<file path="src/rtl/c3lib_ckmon_pkg.sv">
// Shared types and default widths for the c3lib_ckmon clock monitor.
package c3lib_ckmon_pkg;

    localparam int WIN_W_DEF = 16;
    localparam int CNT_W_DEF = 8;

    typedef enum logic [1:0] {
        IDLE  = 2'd0,
        COUNT = 2'd1,
        EVAL  = 2'd2
    } state_t;

endpackage

</file>
<file path="src/rtl/c3lib_bitsync.sv">
// Two-flop synchronizer for a single asynchronous bit; resets to 0.
module c3lib_bitsync (
    input  logic clk,
    input  logic rst_n,
    input  logic d,
    output logic q
);

    logic [1:0] sync;

    // NOTE: sequential state uses non-blocking assignments so every flop samples pre-edge values.
    always_ff @(posedge clk or negedge rst_n) begin
        if (!rst_n) begin
            sync <= 2'b00;
        end else begin
            sync <= {sync[0], d};
        end
    end

    assign q = sync[1];

endmodule

</file>
<file path="src/rtl/c3lib_ckmon.sv">
// Clock monitor: counts rising edges of mon_in over a window of clk cycles and flags dead/slow/fast.
// Optional sticky error flag with err_clr when C3LIB_CKMON_STICKY_EN is defined.
module c3lib_ckmon
    import c3lib_ckmon_pkg::*;
#(
    parameter int WIN_W = WIN_W_DEF,
    parameter int CNT_W = CNT_W_DEF
) (
    input  logic             clk,
    input  logic             rst_n,
    input  logic             mon_in,
    input  logic             mon_en,
    input  logic [WIN_W-1:0] cfg_win_len,
    input  logic [CNT_W-1:0] cfg_min_edges,
    input  logic [CNT_W-1:0] cfg_max_edges,
    output logic [CNT_W-1:0] edge_cnt,
    output logic             meas_done,
    output logic             ck_alive,
    output logic             ck_slow,
    output logic             ck_fast
`ifdef C3LIB_CKMON_STICKY_EN
    ,
    input  logic             err_clr,
    output logic             ck_err_sticky
`endif
);

    state_t           state;
    logic             mon_sync;
    logic             mon_hist;
    logic             hist_vld;
    logic             rise;
    logic             enter_count;
    logic [WIN_W-1:0] win_cnt;
    logic [WIN_W-1:0] win_last;
    logic [CNT_W-1:0] ecnt;
    logic [CNT_W-1:0] ecnt_nxt;
    logic [CNT_W-1:0] min_q;
    logic [CNT_W-1:0] max_q;

    c3lib_bitsync u_sync (
        .clk   (clk),
        .rst_n (rst_n),
        .d     (mon_in),
        .q     (mon_sync)
    );

    // hist_vld masks the first cycle after reset, before mon_hist holds a real sample.
    assign rise        = hist_vld & mon_sync & ~mon_hist;
    assign ecnt_nxt    = (rise && (ecnt != '1)) ? ecnt + CNT_W'(1) : ecnt;
    assign enter_count = mon_en && ((state == IDLE) || (state == EVAL));

    always_ff @(posedge clk or negedge rst_n) begin
        if (!rst_n) begin
            state     <= IDLE;
            mon_hist  <= 1'b0;
            hist_vld  <= 1'b0;
            win_cnt   <= '0;
            win_last  <= '0;
            ecnt      <= '0;
            min_q     <= '0;
            max_q     <= '0;
            edge_cnt  <= '0;
            meas_done <= 1'b0;
            ck_alive  <= 1'b0;
            ck_slow   <= 1'b0;
            ck_fast   <= 1'b0;
        end else begin
            mon_hist  <= mon_sync;
            hist_vld  <= 1'b1;
            meas_done <= 1'b0;
            case (state)
                IDLE: begin
                    if (mon_en) state <= COUNT;
                end
                COUNT: begin
                    if (!mon_en) begin
                        state <= IDLE;
                    end else begin
                        win_cnt <= win_cnt + WIN_W'(1);
                        ecnt    <= ecnt_nxt;
                        if (win_cnt == win_last) state <= EVAL;
                    end
                end
                EVAL: begin
                    edge_cnt  <= ecnt;
                    ck_alive  <= (ecnt != '0);
                    ck_slow   <= (ecnt < min_q);
                    ck_fast   <= (ecnt > max_q);
                    meas_done <= 1'b1;
                    state     <= mon_en ? COUNT : IDLE;
                end
                default: state <= IDLE;
            endcase
            // Configuration is captured once per window so mid-window changes wait for the next one.
            if (enter_count) begin
                win_cnt  <= '0;
                ecnt     <= '0;
                win_last <= (cfg_win_len == '0) ? '0 : cfg_win_len - WIN_W'(1);
                min_q    <= cfg_min_edges;
                max_q    <= cfg_max_edges;
            end
        end
    end

`ifdef C3LIB_CKMON_STICKY_EN
    // A failing measurement takes priority over a clear in the same cycle.
    always_ff @(posedge clk or negedge rst_n) begin
        if (!rst_n) begin
            ck_err_sticky <= 1'b0;
        end else if (meas_done && (ck_slow || ck_fast || !ck_alive)) begin
            ck_err_sticky <= 1'b1;
        end else if (err_clr) begin
            ck_err_sticky <= 1'b0;
        end
    end
`endif

endmodule

</file>
<file path="config.mk">
export PLATFORM = sky130hd
export DESIGN_NAME = c3lib_ckmon
export DESIGN_NICKNAME = d
export VERILOG_FILES = /design/src/rtl/c3lib_ckmon_pkg.sv /design/src/rtl/c3lib_bitsync.sv /design/src/rtl/c3lib_ckmon.sv
export SDC_FILE = /design/constraint.sdc
export NUM_CORES = 1
export LEC_CHECK = 0
export CAP_MARGIN = 20
export CORE_MARGIN = 5
export CORE_UTILIZATION = 55
export CTS_BUF_LIST = sky130_fd_sc_hd__clkbuf_4 sky130_fd_sc_hd__clkbuf_8
export DETAILED_ROUTE_END_ITERATION = 10
export DONT_BUFFER_PORTS = 1
export GPL_TIMING_DRIVEN = 0
export PLACE_DENSITY_LB_ADDON = 0.05
export RECOVER_POWER = 100
export SYNTH_ARGS = -nofsm -noshare
export SYNTH_HDL_FRONTEND = slang
export SYNTH_SLANG_ARGS = --single-unit
</file>
<file path="constraint.sdc">
create_clock -name clk -period 1.65 [get_ports clk]
set_input_delay 0.0825 -clock clk [delete_from_list [all_inputs] [get_ports clk]]
set_output_delay 0.0825 -clock clk [all_outputs]
set_load 0.02 [all_outputs]
</file>
== Word-level counts from Yosys, hierarchy flattened ==
Cells that the tools add are included.
Storage, ports and cells
  memories kept: 0
  output and inout bits: 12
  RAM bits: 0
  register bits: 74
  memory bits (read-only): 0
  word-level logic and storage cells: 54
  input port bits: 36
  bits in latches: 0
Cells by class
  $mul: 0
  bitwise operators: 3
  muxes and demuxes: 14
  shifts and indexed selects: 0
  reduce and logical (&&, ||, !) cells: 12
  divide/modulo/power cells: 0
  add/subtract/negate cells: 3
  eq/ne operators: 6
  $lt $le $gt $ge: 2
Operators by type and width (number)
  $mux 16: 4
  $mux 8: 4
  $add 16x1->16 const B: 1
  $eq 16x16->1: 1
  $logic_not 16->1: 1
  $sub 16x1->16 const B: 1
  $add 8x1->8 const B: 1
  $gt 8x8->1: 1
  $lt 8x8->1: 1
  $ne 8x8->1 const B: 1
  $reduce_bool 8->1: 1
  $mux 2: 3
  $pmux 2 s3: 1
  $reduce_bool 2->1: 3
  $reduce_and 2->1: 2
  $ne 3x3->1 const B: 1
  $reduce_and 3->1: 1
  $and 1x1->1: 2
  $eq 2x1->1 const B: 1
  $eq 2x2->1 const B: 1
  $logic_and 1x1->1: 2
  $logic_not 2->1: 1
  $mux 1: 2
  $ne 2x2->1 const B: 1
  other kinds (2): 2

== Logic depth before layout (Yosys ltp) ==
  depth in word-level cells: 7
  mapped depth: 7
  gate-level depth less buffers: 7

== Modules after synthesis ==
From an unflattened synthesis, not the netlist that was laid out.
Unflattened totals
  cells, all modules: 400
  area total of the unflattened synthesis: 3901.2 um2
Modules (own cells, without submodules)
  c3lib_ckmon: area each 3851.2 um2, instances 1, sequential area each 1801.7 um2, cells each 398
  c3lib_bitsync: area each 50.0 um2, instances 1, sequential area each 50.0 um2, cells each 2

== Worst setup path after synthesis ==
No wires, ideal clock.
  path type: reg-to-reg
  start: register state[1]
  end: register ecnt[7]
  buffers on the path: 0
  data required time: 1517 ps
  period minus slack after synthesis: 1783 ps
  library setup time: 133 ps
  arrival time: 1650 ps
  setup slack: -133 ps
  cell stages (with the launch flop): 6
  cell sequence: dfrtp_1 nand3b_2 or3_4 or4_4 nor3_2 a211oi_2
Between the ends
  longest elaborated chain between the ends: 5
  elaborated cells on any way between the ends: 10
  classes of those cells: 2 x eq/ne; 1 x mux; 7 x reduce/logical
Ends and longest elaborated chain
  start: declaration: RTL line c3lib_ckmon.sv:28  | state_t state;
  start signal: assignment: RTL line c3lib_ckmon.sv:91  | state <= mon_en ? COUNT : IDLE;
  $eq 2x2->1 or $logic_not 2->1 (tied branches): RTL line c3lib_ckmon.sv:51  | assign enter_count = mon_en && ((state == IDLE) || (state == EVAL));
  $logic_or 1x1->1: RTL line c3lib_ckmon.sv:51
  $logic_and 1x1->1: RTL line c3lib_ckmon.sv:51
  $reduce_bool 2->1 (no source line)
  $reduce_and 3->1 (no source line)
  end signal: assignment: RTL line c3lib_ckmon.sv:81  | ecnt <= ecnt_nxt;
  end: declaration: RTL line c3lib_ckmon.sv:36  | logic [CNT_W-1:0] ecnt;
Parallel ways exist; a longest one is shown, timed or not.
A chain may end at the register's enable or synchronous reset.

== Final worst setup path ==
  start: register ecnt[5]
  end: register ecnt[7]
Between the ends
  longest elaborated chain between the ends: 5
  elaborated cells on any way between the ends: 9
  classes of those cells: 1 x add/sub; 1 x eq/ne; 4 x mux; 3 x reduce/logical
Ends and longest elaborated chain
  $add 8x1->8: RTL line c3lib_ckmon.sv:50  | assign ecnt_nxt = (rise && (ecnt != '1)) ? ecnt + CNT_W'(1) : ecnt;
  $mux 8: RTL line c3lib_ckmon.sv:50
  $mux 8: RTL line c3lib_ckmon.sv:77  | if (!mon_en) begin
  $mux 8: RTL line c3lib_ckmon.sv:72  | case (state)
  $mux 8: RTL line c3lib_ckmon.sv:96  | if (enter_count) begin
Parallel ways exist; a longest one is shown, timed or not. The select of a mux whose other input is x is not followed.

==> results.txt <==
status: finished, violations left
violated checks: hold timing, setup timing
Critical Path Fanout Max: 6
Worst-Skew Late Latency: 360 ps
Cells after Synth: 400
critical path endpoint category: register
TritonCTS clock tree: yes
post-synth cell types: 51
DR WL/cell: 16.2 um
crit path from: ecnt[5]
Clock transition at path regs: 80 ps
maximum clock insertion buffer count: 2
Crit Path Class: register to register
Seq/Total Area, Yosys: 47.7%
gr busiest metal: met2
Die ar.: 8840 um^2
setup ws final: -28.4 ps
number of synthesized flops with an enable pin: 0
FP Rows: 30
final WL: 9.06 mm
num ports: 48
first-pass GRT wire length: 15.2 mm
M2 GR Usage: 39.0%
number of max-cap violations: 0
cell accounting for the most synthesized area: dfrtp_1
Via density: 5.55
multi-input combinational cell area: 1990 um^2
max-slew violation count: 0
via count: 3099
Final ANT Viol Nets: 0
Port Buffers: 0
number of diodes: 0
layout cells sized above 1: 16.9%
Worst Path Required: 1890 ps
slew margin rel.: 66.3%
synthesized area per cell: 9.71 um^2
Total Power: 3.90 mW
Final Hold Viols: 75
ys async rst share: 100%
reg2reg path depth: 5
area delta synth->final: 22.0%
Final nets: 512
register bit total from synthesis: 74
CTS H-tree depth: 3
Fillers: 558
# setup viols final: 1
CTS Sinks: 74
Worst Hold Class: input pin to async pin
gr usage total: 22.4%
worst slew pin tran: 505 ps
Root Buffer: clkbuf_8
Leakage: 2.17 nW
largest net degree at the start of global routing: 75
R2R setup slack: -30 ps
Max Clock Freq: 596 MHz
initial antenna violation count: 0
largest cells by area after synthesis: dfrtp_1 48%, xor2_1 6.3%, nand2_1 6.3%
router iterations before antenna repair: 4
Worst setup endpoint: ecnt[7]
gp weighted congestion: 0.793
grt met1 use: 26.0%
YS warnings: 0
CTS buffer count: 9
GR Util met3: 5.37%
Die Y: 94.0 um
crit path DAT: 1920 ps
pre-CTS setup slack: -208 ps
Mapped Nets: 455
CP Launch Type: register
DP HPWL: 6.02 mm
Main synth FF type: dfrtp_1
total congestion overflow: 0
Final Skew: 14.8 ps
cell area power density: 823 nW/um^2
Initial Util: 56.9%
initial DRC count: 125
die width: 94.0 um
FF-to-FF Start: ecnt[5]
FF/Latch Area: 1860 um^2
final routed DRC violation total: 0
Synth top area share: 47.7%
FF-to-FF End: ecnt[7]
unrepaired setup endpoints after global routing: yes
vias in the first global route: 3160
final critical-path required period: 1680 ps
Core Area: 6830 um^2
final clock period utilization by the worst path: 102%
Max VDD drop: 380 uV
area of the mapped netlist: 3880 um^2
Hold Buf Count CTS: 33
Worst Hold Margin: -587 ps
## metrics by stage
| step | utilization (%) | area, um^2 | std cells | hold slack [ps] | TNS (ps) |
|---|---|---|---|---|---|
| 4_1_cts | 68.2 | 4660 | 557 | -600 | -79.2 |
| 3_5_place_dp | 58.8 | 4010 | 496 | -211 | -3780 |
| 5_1_grt | 69.4 | 4740 | 558 | -614 | -116 |
| 3_3_place_gp | 58.8 | 4010 | 496 | -211 | -3730 |
| 2_1_floorplan | - | 3890 | 400 | -213 | -57.2 |
| 6_report | 69.4 | 4740 | 558 | -587 | -28.4 |
## cells in the final DEF, fill, tap and decap left out, types with 6 or more instances in the layout
cell,n
nand4_1,8
nand2_1,65
dfrtp_1,66
dlygate4sd3_1,33
xor2_1,28
buf_4,15
o31ai_1,10
inv_1,21
clkbuf_2,8
ha_1,16
nor2_1,24
clkbuf_8,10
xnor2_1,6
nand3_1,16
o21ai_0,31
dfrtp_2,8
## critical path, cell delays in order (launching register included)
cell      delay [ps]
dfrtp_2          460
and4_2           320
nand2_1           80
or4_4            510
nor3_2           140
a211oi_2          60
## logic make-up (layout without fill, tap and decap cells)
logic type | count (synthesis) | in the layout | share of synthesized area [%]
compound gates | 74 | 74 | 11.9
simple gates | 153 | 153 | 20.5
flops | 74 | 74 | 47.7
buf+inv | 36 | 98 | 3.48
other cells | 1 | 1 | 0.0965
fa+ha+maj | 19 | 19 | 6.12
mux | 9 | 9 | 2.48
xor+xnor | 34 | 34 | 7.67
## report_power, final
part	internal, mW	switching (mW)
combinational	0.264	0.285
sequential	1.96	0.0971
clock	0.596	0.692
## cell usage after synthesis, types with 2 or more instances
cell type	n
clkbuf_1	14
o211ai_1	3
o41ai_1	2
nor2_1	25
o21ai_1	5
nor4_1	6
a21o_1	4
xor2_1	28
nand3b_1	2
a2111oi_0	2
or4_1	2
nand4_1	8
mux2i_1	4
nor4_4	2
xnor2_1	6
a211oi_1	2
o21ai_0	31
or3_1	2
nand3_1	16
inv_1	22
nor3_1	7
nor2b_1	2
a22o_1	2
dfrtp_1	74
ha_1	19
nand2b_1	2
nand2_1	65
mux2_2	5
o31ai_1	10
a21oi_1	7
## worst min-delay path by stage
stage / start / to / slack [ps] / cells after the start
2_1_floorplan: rst_n / ck_alive / -210 / 0
3_3_place_gp: rst_n / edge_cnt[4] / -210 / 0
3_5_place_dp: rst_n / edge_cnt[4] / -210 / 0
4_1_cts: rst_n / u_sync.sync[0] / -600 / 0
5_1_grt: rst_n / edge_cnt[6] / -610 / 0
6_report: rst_n / win_cnt[2] / -590 / 0
## state kept, by name (all words and copies together) (netlist names)
register and flops:
meas_done 1, max_q 8, ecnt 8, u_sync.sync 2, edge_cnt 8, win_last 16, min_q 8, state 2
ck_fast 1, mon_hist 1, ck_slow 1, hist_vld 1, ck_alive 1, win_cnt 16
## metal layers
metal / vias to the layer above / routed length (um)
li1: 1508 / -
met1: 1503 / 3870
met2: 70 / 4620
met3: 18 / 392
met4: 0 / 187
met5: - / 0
## layout make-up
| cell class | instances | share of cell area, % |
|---|---|---|
| multi-input cells | 290 | 42.1 |
| flip-flops and latches | 74 | 39.3 |
| clock inverters | 5 | 0.634 |
| repair buffers | 49 | 9.58 |
| inverters | 22 | 1.74 |
| well taps | 96 | 2.53 |
| plain buffers | 11 | 1.08 |
| clock buffers | 11 | 3.06 |
## repair_timing
item	4_1_cts	5_1_grt
pin swaps	5	3
setup endpoints to repair	35	32
resized for setup	20	20
cloned	0	0
endpoints found under the hold margin	108	74
buffers inserted	13	3
Power figures use the tool's default switching activity.
